**config.mk**
```make
export PLATFORM = sky130hd
export DESIGN_NAME = i2s_apb_sequencer
export DESIGN_NICKNAME = d
export VERILOG_FILES = /design/src/rtl/i2s_apb_sequencer.sv
export SDC_FILE = /design/constraint.sdc
export NUM_CORES = 1
export LEC_CHECK = 0
export ABC_AREA = 1
export ABC_CLOCK_PERIOD_IN_PS = 1500
export CAP_MARGIN = 30
export CORE_MARGIN = 3
export CORE_UTILIZATION = 38
export CTS_CLUSTER_DIAMETER = 30
export CTS_CLUSTER_SIZE = 20
export DETAILED_ROUTE_END_ITERATION = 16
export PLACE_DENSITY = 0.75
export SETUP_SLACK_MARGIN = 0.1
export SLEW_MARGIN = 10
export SYNTH_ARGS = -nofsm -noshare
export SYNTH_HDL_FRONTEND = slang
export SYNTH_SLANG_ARGS = --single-unit
```
**constraint.sdc**
```tcl
create_clock -name pclk -period 1.5 [get_ports pclk]
set_clock_uncertainty 0.15 [all_clocks]
set_input_delay 0.15 -clock pclk [delete_from_list [all_inputs] [get_ports pclk]]
set_output_delay 0.15 -clock pclk [all_outputs]
set_load 0.005 [all_outputs]
```
**src/rtl/i2s_apb_sequencer.sv**
```systemverilog
// rtl/i2s_apb_sequencer.sv - APB master that configures an I2S transceiver and schedules Tx pushes / Rx pops.
// Optional macro I2S_SEQ_CNT_EN adds saturating tx_count/rx_count outputs.
module i2s_apb_sequencer #(
    parameter logic [31:0] CTRL_ADDR = 32'h0,
    parameter logic [31:0] TXD_ADDR  = 32'h4,
    parameter logic [31:0] RXD_ADDR  = 32'h8,
    parameter logic [31:0] STAT_ADDR = 32'hC,
    parameter int          POLL_GAP  = 4
) (
    input  logic        pclk,
    input  logic        preset,
    input  logic        start,
    input  logic        stop,
    input  logic [31:0] ctrl_word,
    output logic        psel,
    output logic        penable,
    output logic        pwrite,
    output logic [31:0] paddr,
    output logic [31:0] pwdata,
    input  logic [31:0] prdata,
    input  logic [31:0] tx_data,
    input  logic        tx_valid,
    output logic        tx_ready,
    output logic [31:0] rx_data,
    output logic        rx_valid,
    input  logic        rx_ready,
`ifdef I2S_SEQ_CNT_EN
    output logic [15:0] tx_count,
    output logic [15:0] rx_count,
`endif
    output logic        busy
);
    typedef enum logic [3:0] {
        IDLE, CFG_S, CFG_A, POLL_S, POLL_A, GAP, TX_S, TX_A, RX_S, RX_A
    } state_t;

    localparam logic [7:0] GAP_LAST = 8'(POLL_GAP - 1);

    state_t      state, state_nx;
    logic [31:0] ctrl_reg;
    logic [31:0] tx_hold;
    logic        last_grant;    // 1 = TX was served last
    logic        stop_pend;
    logic [7:0]  gap_cnt;
    logic        tx_elig, rx_elig;

    // prdata[3:0] = {Tx_full, Tx_empty, Rx_full, Rx_empty}; an Rx pop also needs a free output buffer
    assign tx_elig = tx_valid & ~prdata[3];
    assign rx_elig = ~prdata[0] & ~rx_valid;

    always_comb begin
        state_nx = state;
        case (state)
            IDLE:   if (start) state_nx = CFG_S;
            CFG_S:  state_nx = CFG_A;
            CFG_A:  state_nx = POLL_S;
            POLL_S: state_nx = POLL_A;
            POLL_A: begin
                if (stop_pend)                state_nx = IDLE;
                else if (tx_elig && rx_elig)  state_nx = last_grant ? RX_S : TX_S;
                else if (tx_elig)             state_nx = TX_S;
                else if (rx_elig)             state_nx = RX_S;
                else if (POLL_GAP == 0)       state_nx = POLL_S;
                else                          state_nx = GAP;
            end
            GAP: begin
                if (stop_pend)                state_nx = IDLE;
                else if (gap_cnt == GAP_LAST) state_nx = POLL_S;
            end
            TX_S:   state_nx = TX_A;
            TX_A:   state_nx = POLL_S;
            RX_S:   state_nx = RX_A;
            RX_A:   state_nx = POLL_S;
            default: state_nx = IDLE;
        endcase
    end

    always_comb begin
        psel     = 1'b0;
        penable  = 1'b0;
        pwrite   = 1'b0;
        paddr    = 32'h0;
        pwdata   = 32'h0;
        tx_ready = 1'b0;
        busy     = (state != IDLE);
        case (state)
            CFG_S, CFG_A: begin
                psel    = 1'b1;
                penable = (state == CFG_A);
                pwrite  = 1'b1;
                paddr   = CTRL_ADDR;
                pwdata  = ctrl_reg;
            end
            POLL_S, POLL_A: begin
                psel    = 1'b1;
                penable = (state == POLL_A);
                paddr   = STAT_ADDR;
            end
            TX_S, TX_A: begin
                psel     = 1'b1;
                penable  = (state == TX_A);
                pwrite   = 1'b1;
                paddr    = TXD_ADDR;
                pwdata   = tx_hold;
                tx_ready = (state == TX_S);
            end
            RX_S, RX_A: begin
                psel    = 1'b1;
                penable = (state == RX_A);
                paddr   = RXD_ADDR;
            end
            default: ;
        endcase
    end

    always_ff @(posedge pclk) begin
        if (!preset) begin
            state      <= IDLE;
            ctrl_reg   <= 32'h0;
            tx_hold    <= 32'h0;
            last_grant <= 1'b0;
            stop_pend  <= 1'b0;
            gap_cnt    <= 8'h0;
            rx_data    <= 32'h0;
            rx_valid   <= 1'b0;
        end else begin
            state <= state_nx;
            if (state == IDLE && start) ctrl_reg <= ctrl_word;
            // start & stop together in IDLE: start is taken and the stop is kept pending
            if (state == IDLE)  stop_pend <= start & stop;
            else if (stop)      stop_pend <= 1'b1;
            gap_cnt <= (state == GAP) ? gap_cnt + 8'h1 : 8'h0;
            // Data is captured at grant so a late tx_valid drop still writes the granted sample
            if (state == POLL_A && state_nx == TX_S) tx_hold <= tx_data;
            if (state == TX_A) last_grant <= 1'b1;
            if (state == RX_A) begin
                last_grant <= 1'b0;
                rx_data    <= prdata;
                rx_valid   <= 1'b1;
            end else if (rx_valid && rx_ready) begin
                rx_valid <= 1'b0;
            end
        end
    end

`ifdef I2S_SEQ_CNT_EN
    always_ff @(posedge pclk) begin
        if (!preset || (state == IDLE && start)) begin
            tx_count <= 16'h0;
            rx_count <= 16'h0;
        end else begin
            if (state == TX_A && tx_count != 16'hFFFF) tx_count <= tx_count + 16'h1;
            if (state == RX_A && rx_count != 16'hFFFF) rx_count <= rx_count + 16'h1;
        end
    end
`endif
endmodule

```
Word level (Yosys, flattened, before mapping). Cells that the tools add are included.

Bits in registers: 111. Output and inout bits: 102. Logic and storage cells: 63.

Add/subtract/negate cells: 1. Equality and inequality tests: 11. Mux-type cells: 19. Bitwise operators: 7. Reductions and logical operators: 17.

Operator list (count): one-hot mux 32 bit (2 select lines) (1); 2-to-1 mux 4 bit (8); one-hot mux 4 bit (8 select lines) (1); == test 4 x 3 -> 1 bit (second input constant) (5); one-hot mux 4 bit (3 select lines) (1); OR reduction 2 bit (5); adder 8 x 1 -> 8 bit (second input constant) (1); == test 4 x 2 -> 1 bit (second input constant) (2); == test 4 bit (second input constant) (2); == test 8 x 2 -> 1 bit (second input constant) (1); OR reduction 8 bit (1); 2-to-1 mux 1 bit (7); == test 4 x 1 -> 1 bit (second input constant) (1); logical AND 1 bit (4); logical NOT 4 bit (1); inverter 1 bit (4); one-hot mux 1 bit (4 select lines) (1); nonzero test 2 bit (2); nonzero test 4 bit (1); OR reduction 4 bit (1); AND 1 bit (3); OR reduction 3 bit (1); AND reduction 2 bit (1).

Longest topological paths before layout. Gate-level depths: netlist of the first run.

Depth after elaboration: 9. Depth in mapped cells: 9.

Least setup slack after synthesis of the first run. Ideal clock, no wire load.

Path kind: flip-flop to output port. Start: register state[1]. End: output pwdata[0]. Data arrival time: 1.158 ns. Required time: 1.200 ns. Setup slack: 0.042 ns. Cell stages (with the launch flop): 8. Buffers on the path: 1. Cells stage by stage: dfxtp_1 inv_2 nor2_1 nand2_1 o21ai_2 inv_1 buf_2 o21ai_0.

Longest elaborated chain between the ends: 3. Elaborated cells between the ends (all ways): 7. Those cells by class: eq/ne (4); mux (1); reduce/logical (2).

Ends and longest elaborated chain: from (decl) (line 39) `state_t state, state_nx;`; from (signal assigned) (line 127) `state <= state_nx;`; == test 4 x 3 -> 1 bit (tied with other cells) (line 86) `case (state)`; OR reduction 2 bit, on equally long branches; one-hot mux 32 bit (2 select lines) * (line 86); to (decl) (line 19) `output logic [31:0] pwdata,`.

Mark *: on every way between the ends. The rest lies on a longest branch, timed or not.

Final worst setup path of the first run.
Start: register state[2]. End: output pwdata[5].

Same word-level chain as after synthesis.

==> results summary, run 1 <==
The flow ran to the end, but the final reports show violations. The checks that failed: negative setup slack. Once routing completed, OpenROAD measured the worst setup slack at -0.5389 ns.

The final period utilization is 1.359. The clock period minus worst slack is ~2 ns. The first-pass GRT wire length came out at around 25 mm.

The kind of critical path is reg -> out. The data arrival time at the worst-slack endpoint is approximately 1.7 ns. The via count of the first global-routing pass was around 4800. For this run, the share of the core covered by cells in the final layout is 0.7120. In this run the worst path has a maximum fanout of 8. The total clock sinks is 111. The nature of the critical path endpoint is an output port.

From bottom edge to top edge, the die measures roughly 120 µm. The HPWL after detailed placement is 9.196 mm. Across the run, the number of max-cap violations was 0. The final setup violation count is 140.

Once placement finished, the instance area stood at 0.006739 mm². In this run the static leakage power is roughly 4.0 nW. The clock network latency to the later pin of the worst-skew pair came out at ~0.35 ns. The number of flip-flops and latches in the synthesized netlist is ~110. OpenSTA, run right after detailed placement, puts the worst setup slack at -0.4609 ns. The floorplan has 40 rows. At the pin with the least slew margin, the transition time is 0.5318 ns.

The detailed-route wire length is approximately 18 mm. The total number of yosys warnings is 0. The sequential cell fraction of total power is 0.394. The initial utilization of the core area, before any placement, comes to 0.3919. The initial antenna violation count is 2. The net switching power figure is about 2.4 mW. The final setup TNS is -34.71 ns. The portion of total power attributed to combinational logic is 0.299.

Averaged over all synthesized cells, the footprint is approximately 7.3 µm². The worst slew margin relative to its limit is 0.6455. The cell family contributing the most delay on the critical path is buffers and inverters.

The required time of the worst setup path is 1.20 ns. The cell sitting at the root of the clock tree is a sky130_fd_sc_hd__clkbuf_16. The number of hold violations in the final report is 0. The number of nets in the final layout is 990. The detailed-routing iteration count for the pre-antenna-repair pass came out at 4. The final instance count without filler cells is 1060.

The total instance count after detailed placement is about 990. The CTS clock-pin slew for the worst setup and hold paths is 0.08 ns. For this run, the top clock speed supported by timing is between 0.4 and 0.5 GHz.

In the global route stage, overall resource usage came out at 0.2215. The area of the mapped netlist came out at between 0.004 and 0.005 mm². In the final layout, the share of cells above drive strength 1 is 0.3442. The via count of the routed design came out at between 5000 and 6000.

The overall die area is 0.01381 mm². Setup repair after global routing could not meet its margin everywhere. Buffers placed on the I/O ports in this run total between 150 and 200. The clock passes through at most 2 buffers. The maximum level of the CTS H-tree is 3. The max-slew violation count is 0. The CTS tree is built. The count of nets left with antenna violations after detail routing is 0. The sequential fraction of the synthesis area is 0.4701.

STA classifies the critical path startpoint as a register. For this run, the slowest stage of the critical path takes 0.33 ns. After the first detailed-routing iteration, the DRC count stood at 340. 0 antenna diodes ended up in the layout. Entering global routing, the biggest net connects 67 pins.

The average wire per standard cell came out at 16.84 µm. The part of the total power dissipated in the clock network is 0.307. The standard cell core area is about 0.012 mm². The slowest stage of the critical path is the sky130_fd_sc_hd__dfxtp_2 cell. The post-synthesis cell type count came out at 30. The remaining design rule violation count is 0. The areal power density over the cells came out at about 940 mW/mm². The floorplan step set the die width to around 120 µm.

The final weighted congestion in routability-driven placement came out at 0.8010. The class of the worst hold path is in -> reg. The net switching share of the total power is 0.2980. The number of buffers and inverters on the critical path is 5. The number of primary I/O pins is between 200 and 250. The internal power of the cells is about 5.7 mW. The total overflow reported by the global router came out at 0. The final instance area came out at roughly 0.0086 mm². The gate count of the mapped netlist is between 600 and 700. The area added between synthesis and finish came out at 81.68%. The number of vias per cell came out at approximately 4.8. The number of clock buffers added by TritonCTS is 9. The maximum vdd drop is around 520 µV. Walking the worst path, the cells encountered are buf_6 -> nor2_4 -> inv_2 -> o21ai_4 -> inv_4 -> buf_12 -> o21ai_1 -> clkdlybuf4s15_2.
## worst reg2reg max path, cell delays in order (launching register included)
cell	delay, ns
sky130_fd_sc_hd__dfxtp_2	0.34
sky130_fd_sc_hd__buf_4	0.14
sky130_fd_sc_hd__inv_2	0.07
sky130_fd_sc_hd__nor2_8	0.12
sky130_fd_sc_hd__buf_4	0.13
sky130_fd_sc_hd__nand2_4	0.05
sky130_fd_sc_hd__nor2_4	0.17
sky130_fd_sc_hd__nand2_8	0.14
sky130_fd_sc_hd__clkinv_8	0.11
sky130_fd_sc_hd__bufbuf_16	0.26
sky130_fd_sc_hd__nor2_1	0.05
sky130_fd_sc_hd__nor2_1	0.12
## what timing repair did
item                                   CTS  global route
endpoints found under the hold margin    0             2
setup endpoints to repair              177           174
pin swaps                               13            56
hold buffers                             0             1
buffers inserted                        21            12
cloned                                  12            13
gates resized for setup                290           220
## synthesized netlist by cell type (all sizes together)
cell	instances	area, µm²
nor2	155	618.1
o21ai	133	669.4
dfxtp	111	2222
nand2	64	252.7
inv	58	217.7
buf	50	364.1
a21oi	40	200.2
clkbuf	16	62.56
nand3	10	50.05
nor3	2	10.01
clkinv	1	5.000
conb	1	3.750
ha	1	12.51
nor4	1	6.260
o211ai	1	7.510
o21bai	1	7.510
xnor2	1	8.760
xor2	1	8.760
## per-stage QoR
stage / hold WS, ns / power, mW
floorplan: 0.1333 / 3.895
global placement: 0.2817 / 4.584
detailed placement: 0.2876 / 4.618
CTS: 0.004418 / 7.641
global route: 0.2027 / 8.392
finish: 0.1889 / 8.051
## cell families (layout without fill, tap and decap cells)
family                   after synthesis  after routing  synth area share
AO/OA/AOI/OAI                        175            175            0.1871
AND/OR/NAND/NOR                      232            232            0.1983
adder cells (fa/ha/maj)                1              1          0.002646
other                                  1             30         0.0007933
XOR/XNOR                               2              2          0.003706
buffers and inverters                125            341            0.1374
flip-flops                           111            111            0.4701
## power groups by stage
stage	sequential, mW	clock, mW	combinational (mW)
2_1_floorplan	3.23	0	0.669
3_3_place_gp	3.22	0	1.36
3_5_place_dp	3.23	0	1.39
4_1_cts	3.16	2.53	1.94
5_1_grt	3.19	2.66	2.54
6_report	3.18	2.47	2.41
## cell type report
class                   instances  area (µm²)
inverters                      59       249.0
clock inverters                 7       80.08
multi-input cells             440        2610
well taps                     168       210.2
fillers                       877        3473
flip-flops and latches        111        2237
clock buffers                   9       225.2
repair inverters                1       16.27
repair buffers                265        2960
## worst paths after layout
path	from	endpoint	slack, ns	cells after the start
worst max-delay path	state[2]	pwdata[5]	-0.54	8
worst min register to register	gap_cnt[0]	gap_cnt[0]	0.30	1
worst min-delay path	preset	ctrl_reg[30]	0.19	4
worst max register to register	state[2]	tx_hold[17]	-0.41	11
## cell usage in the layout, fill, tap and decap left out, drive strengths merged
| cell type | n |
|---|---|
| dlymetal6s2s | 24 |
| nor4 | 1 |
| clkdlybuf4s50 | 100 |
| dlygate4sd2 | 10 |
| o21bai | 1 |
| clkdlybuf4s15 | 4 |
| xor2 | 1 |
| nand2 | 64 |
| clkinvlp | 2 |
| nand3 | 10 |
| buf | 112 |
| nor3 | 2 |
| ha | 1 |
| o211ai | 1 |
| xnor2 | 1 |
| o21ai | 133 |
| dlygate4sd3 | 1 |
| conb | 30 |
| a21oi | 40 |
| clkbuf | 22 |
| clkinv | 5 |
| nor2 | 155 |
| bufbuf | 1 |
| inv | 59 |
| dfxtp | 111 |
| bufinv | 1 |
## metal layers
| metal | wire length, µm | vias up | track usage | share of wire |
|---|---|---|---|---|
| met4 | 467 | 4 | 0.08498 | 0.026 |
| met3 | 1697 | 41 | 0.07689 | 0.095 |
| li1 | - | 2490 | - | - |
| met1 | 6718 | 2355 | 0.2622 | 0.38 |
| met5 | 31 | - | 0 | 0.0017 |
| met2 | 8936 | 233 | 0.3707 | 0.50 |
Note: power is estimated with default switching activity, not from simulation.
==> inputs of run 2 (changes only) <==
--- a/config.mk
+++ b/config.mk
@@ -6,14 +6,14 @@
 export NUM_CORES = 1
 export LEC_CHECK = 0
 export ABC_AREA = 1
-export ABC_CLOCK_PERIOD_IN_PS = 1500
+export ABC_CLOCK_PERIOD_IN_PS = 2300
 export CAP_MARGIN = 30
 export CORE_MARGIN = 3
-export CORE_UTILIZATION = 38
+export CORE_UTILIZATION = 42
 export CTS_CLUSTER_DIAMETER = 30
 export CTS_CLUSTER_SIZE = 20
 export DETAILED_ROUTE_END_ITERATION = 16
-export PLACE_DENSITY = 0.75
+export PLACE_DENSITY = 0.79
 export SETUP_SLACK_MARGIN = 0.1
 export SLEW_MARGIN = 10
 export SYNTH_ARGS = -nofsm -noshare
==> constraint.sdc (replaced) <==
create_clock -name pclk -period 2.3 [get_ports pclk]
set_clock_uncertainty 0.15 [all_clocks]
set_input_delay 0.23 -clock pclk [delete_from_list [all_inputs] [get_ports pclk]]
set_output_delay 0.23 -clock pclk [all_outputs]
set_load 0.005 [all_outputs]
==> results summary, run 2 (synthesis gave the netlist of run 1 again) <==
The portion of total power attributed to combinational logic is 0.191. The tightest min-delay check is of the in -> reg type. The antenna diode count came out at 0.

Power spread over the standard cell area amounts to roughly 660 mW/mm². The total placed instance area came out at approximately 0.0064 mm². Clock latency on the worst-skew pair, taken at its later pin, is 0.33 ns.

The library cells used most frequently in the layout, excluding fill and tap cells, are sky130_fd_sc_hd__nor2_1, sky130_fd_sc_hd__clkdlybuf4s50_1, sky130_fd_sc_hd__dfxtp_1, sky130_fd_sc_hd__o21ai_0, sky130_fd_sc_hd__nand2_1. The routed design has 13.23 mm of wire. The clock period minus worst slack is 2.189 ns. The via count of the routed design came out at 4628. Of the total power, the clock network draws 0.349.

The first-pass GRT wire length is 21.02 mm. The average wire per standard cell is 13.72 µm. The post-DP HPWL is about 9.5 mm. The via count of the first global-routing pass came out at ~4400. The die covers around 0.013 mm². The setup path with the least slack is of type reg -> out. The total clock sinks is 111. The number of nets in the final layout came out at 922. TritonCTS created 9 clock buffers. The buffer depth of the longest clock path came out at 2. Setup repair after global routing could not meet its margin everywhere.

The maximum fanout along the worst path is 12. The required time of the worst setup path is around 1.9 ns. The number of hold violations in the final report is 0. After filler insertion, the fill cell instance count of the layout stands at 967. In the global route stage, overall resource usage came out at 0.2012. Adding up every negative setup slack in the final design gives 0 ns.

The number of rows in the core area is 38. The starting density of the core is 0.4323. The number of vias per cell is 4.801. The total instance count after detailed placement is roughly 940. The sequential cell fraction of total power is 0.460.

The final setup violation count came out at 0. The final weighted congestion in routability-driven placement came out at 0.8689. The remaining design rule violation count is 0. The initial antenna violation count came out at 0. In the post-route analysis, the smallest setup slack over all paths is 0.1114 ns.

The area of the multi-input gates is 0.002016 mm². The die width came out at around 110 µm. For this design the total switching power over the nets is 1.181 mW. Of the total power, the share spent switching nets is 0.2623. Power comes to between 4 and 5 mW. The tightest hold margin is 0.01596 ns. The count of nets left with antenna violations after detail routing is 0. The vertical die dimension is between 100 and 150 µm. The final core utilization came out at 0.6251.

The maximum level of the CTS H-tree came out at 3. The fraction of layout instances using a drive strength above 1 is 0.1068. The standard cell core area came out at approximately 0.011 mm². The maximum vdd drop came out at ~360 µV. The area added between synthesis and finish is 44.60%. The final instance area is a little under 0.007 mm².

STA classifies the critical path endpoint as an output port. The leakage power is ~2.8 nW. After clock tree synthesis, the clock-pin slew on the worst setup and hold paths is 0.07 ns.

The number of primary I/O pins is a little over 200. The internal power of the cells is between 3 and 4 mW. For this run the aggregate overflow at the end of global routing stands at 0. Of the available clock period, the critical path in the final layout requires 0.9516. In the final layout, flip-flops and latches occupy approximately 0.0022 mm². In this run, the number of DRC markers left after iteration 0 of detailed routing was 418. The run finished with clean final reports. Data on the critical path arrives at its endpoint at 1.81 ns. The tree is rooted in a sky130_fd_sc_hd__clkbuf_16. The pin count of the biggest net entering global routing is 66. The detailed-routing iteration count for the pre-antenna-repair pass is 4. TritonCTS built the clock tree. The worst slack after detailed placement is 0.1119 ns. The max-slew violation count came out at 0.

The final instance count without filler cells came out at about 960. The leading cell type in the layout, fill and taps excluded is sky130_fd_sc_hd__nor2_1. The count of max-cap constraint violations is 0. STA classifies the critical path startpoint as a register. Headroom to the max-slew limit came out at 0.6299.

The transition time at the pin with the least slew margin came out at between 0.5 and 0.6 ns. The maximum operating frequency is approximately 0.46 GHz. The count of input and output buffers is 173.
## run 2: cell type report
type,instances,share of cell area
flip-flops and latches,111,0.3262
repair buffers,198,0.2751
well taps,140,0.02563
inverters,59,0.03295
clock buffers,10,0.03496
clock inverters,6,0.01025
multi-input cells,440,0.2949
## run 2: power groups by stage
stage | clock network [mW] | logic [mW] | registers [mW]
2_1_floorplan | 0 | 0.436 | 2.10
4_1_cts | 1.63 | 0.831 | 2.06
5_1_grt | 1.71 | 0.954 | 2.08
3_5_place_dp | 0 | 0.854 | 2.11
3_3_place_gp | 0 | 0.829 | 2.10
6_report | 1.57 | 0.859 | 2.07
## run 2: path summary, 6_finish.rpt
path / startpoint / endpoint / slack [ns] / cells past startpoint
hold reg to reg: ctrl_reg[8] / ctrl_reg[8] / 0.30 / 2
setup reg to reg: state[3] / rx_data[3] / 0.21 / 9
setup / recovery: state[3] / pwdata[14] / 0.11 / 9
hold / removal: preset / stop_pend / 0.02 / 3
## run 2: routing by layer
| metal | GRT usage | share of wire | up-vias |
|---|---|---|---|
| met3 | 0.07925 | 0.097 | 10 |
| met5 | 0 | 0 | - |
| li1 | - | - | 2338 |
| met1 | 0.2490 | 0.42 | 2096 |
| met4 | 0.03606 | 0.0094 | 0 |
| met2 | 0.3373 | 0.47 | 184 |
## run 2: repair_timing
action	in CTS	in global routing
hold buffers	0	0
gates cloned	0	1
resized for setup	66	56
buffers inserted	5	6
pin swaps	1	4
endpoints found under the setup margin	37	35
## run 2: worst max-delay path, stage by stage, from the launching register on
cell and delay [ns]:
sky130_fd_sc_hd__dfxtp_2 0.34, sky130_fd_sc_hd__buf_4 0.15, sky130_fd_sc_hd__inv_2 0.09, sky130_fd_sc_hd__nand2_2 0.07, sky130_fd_sc_hd__nor2_4 0.13, sky130_fd_sc_hd__buf_4 0.13
sky130_fd_sc_hd__buf_12 0.12, sky130_fd_sc_hd__nand2_1 0.06, sky130_fd_sc_hd__o21ai_1 0.09, sky130_fd_sc_hd__dlygate4sd2_1 0.28
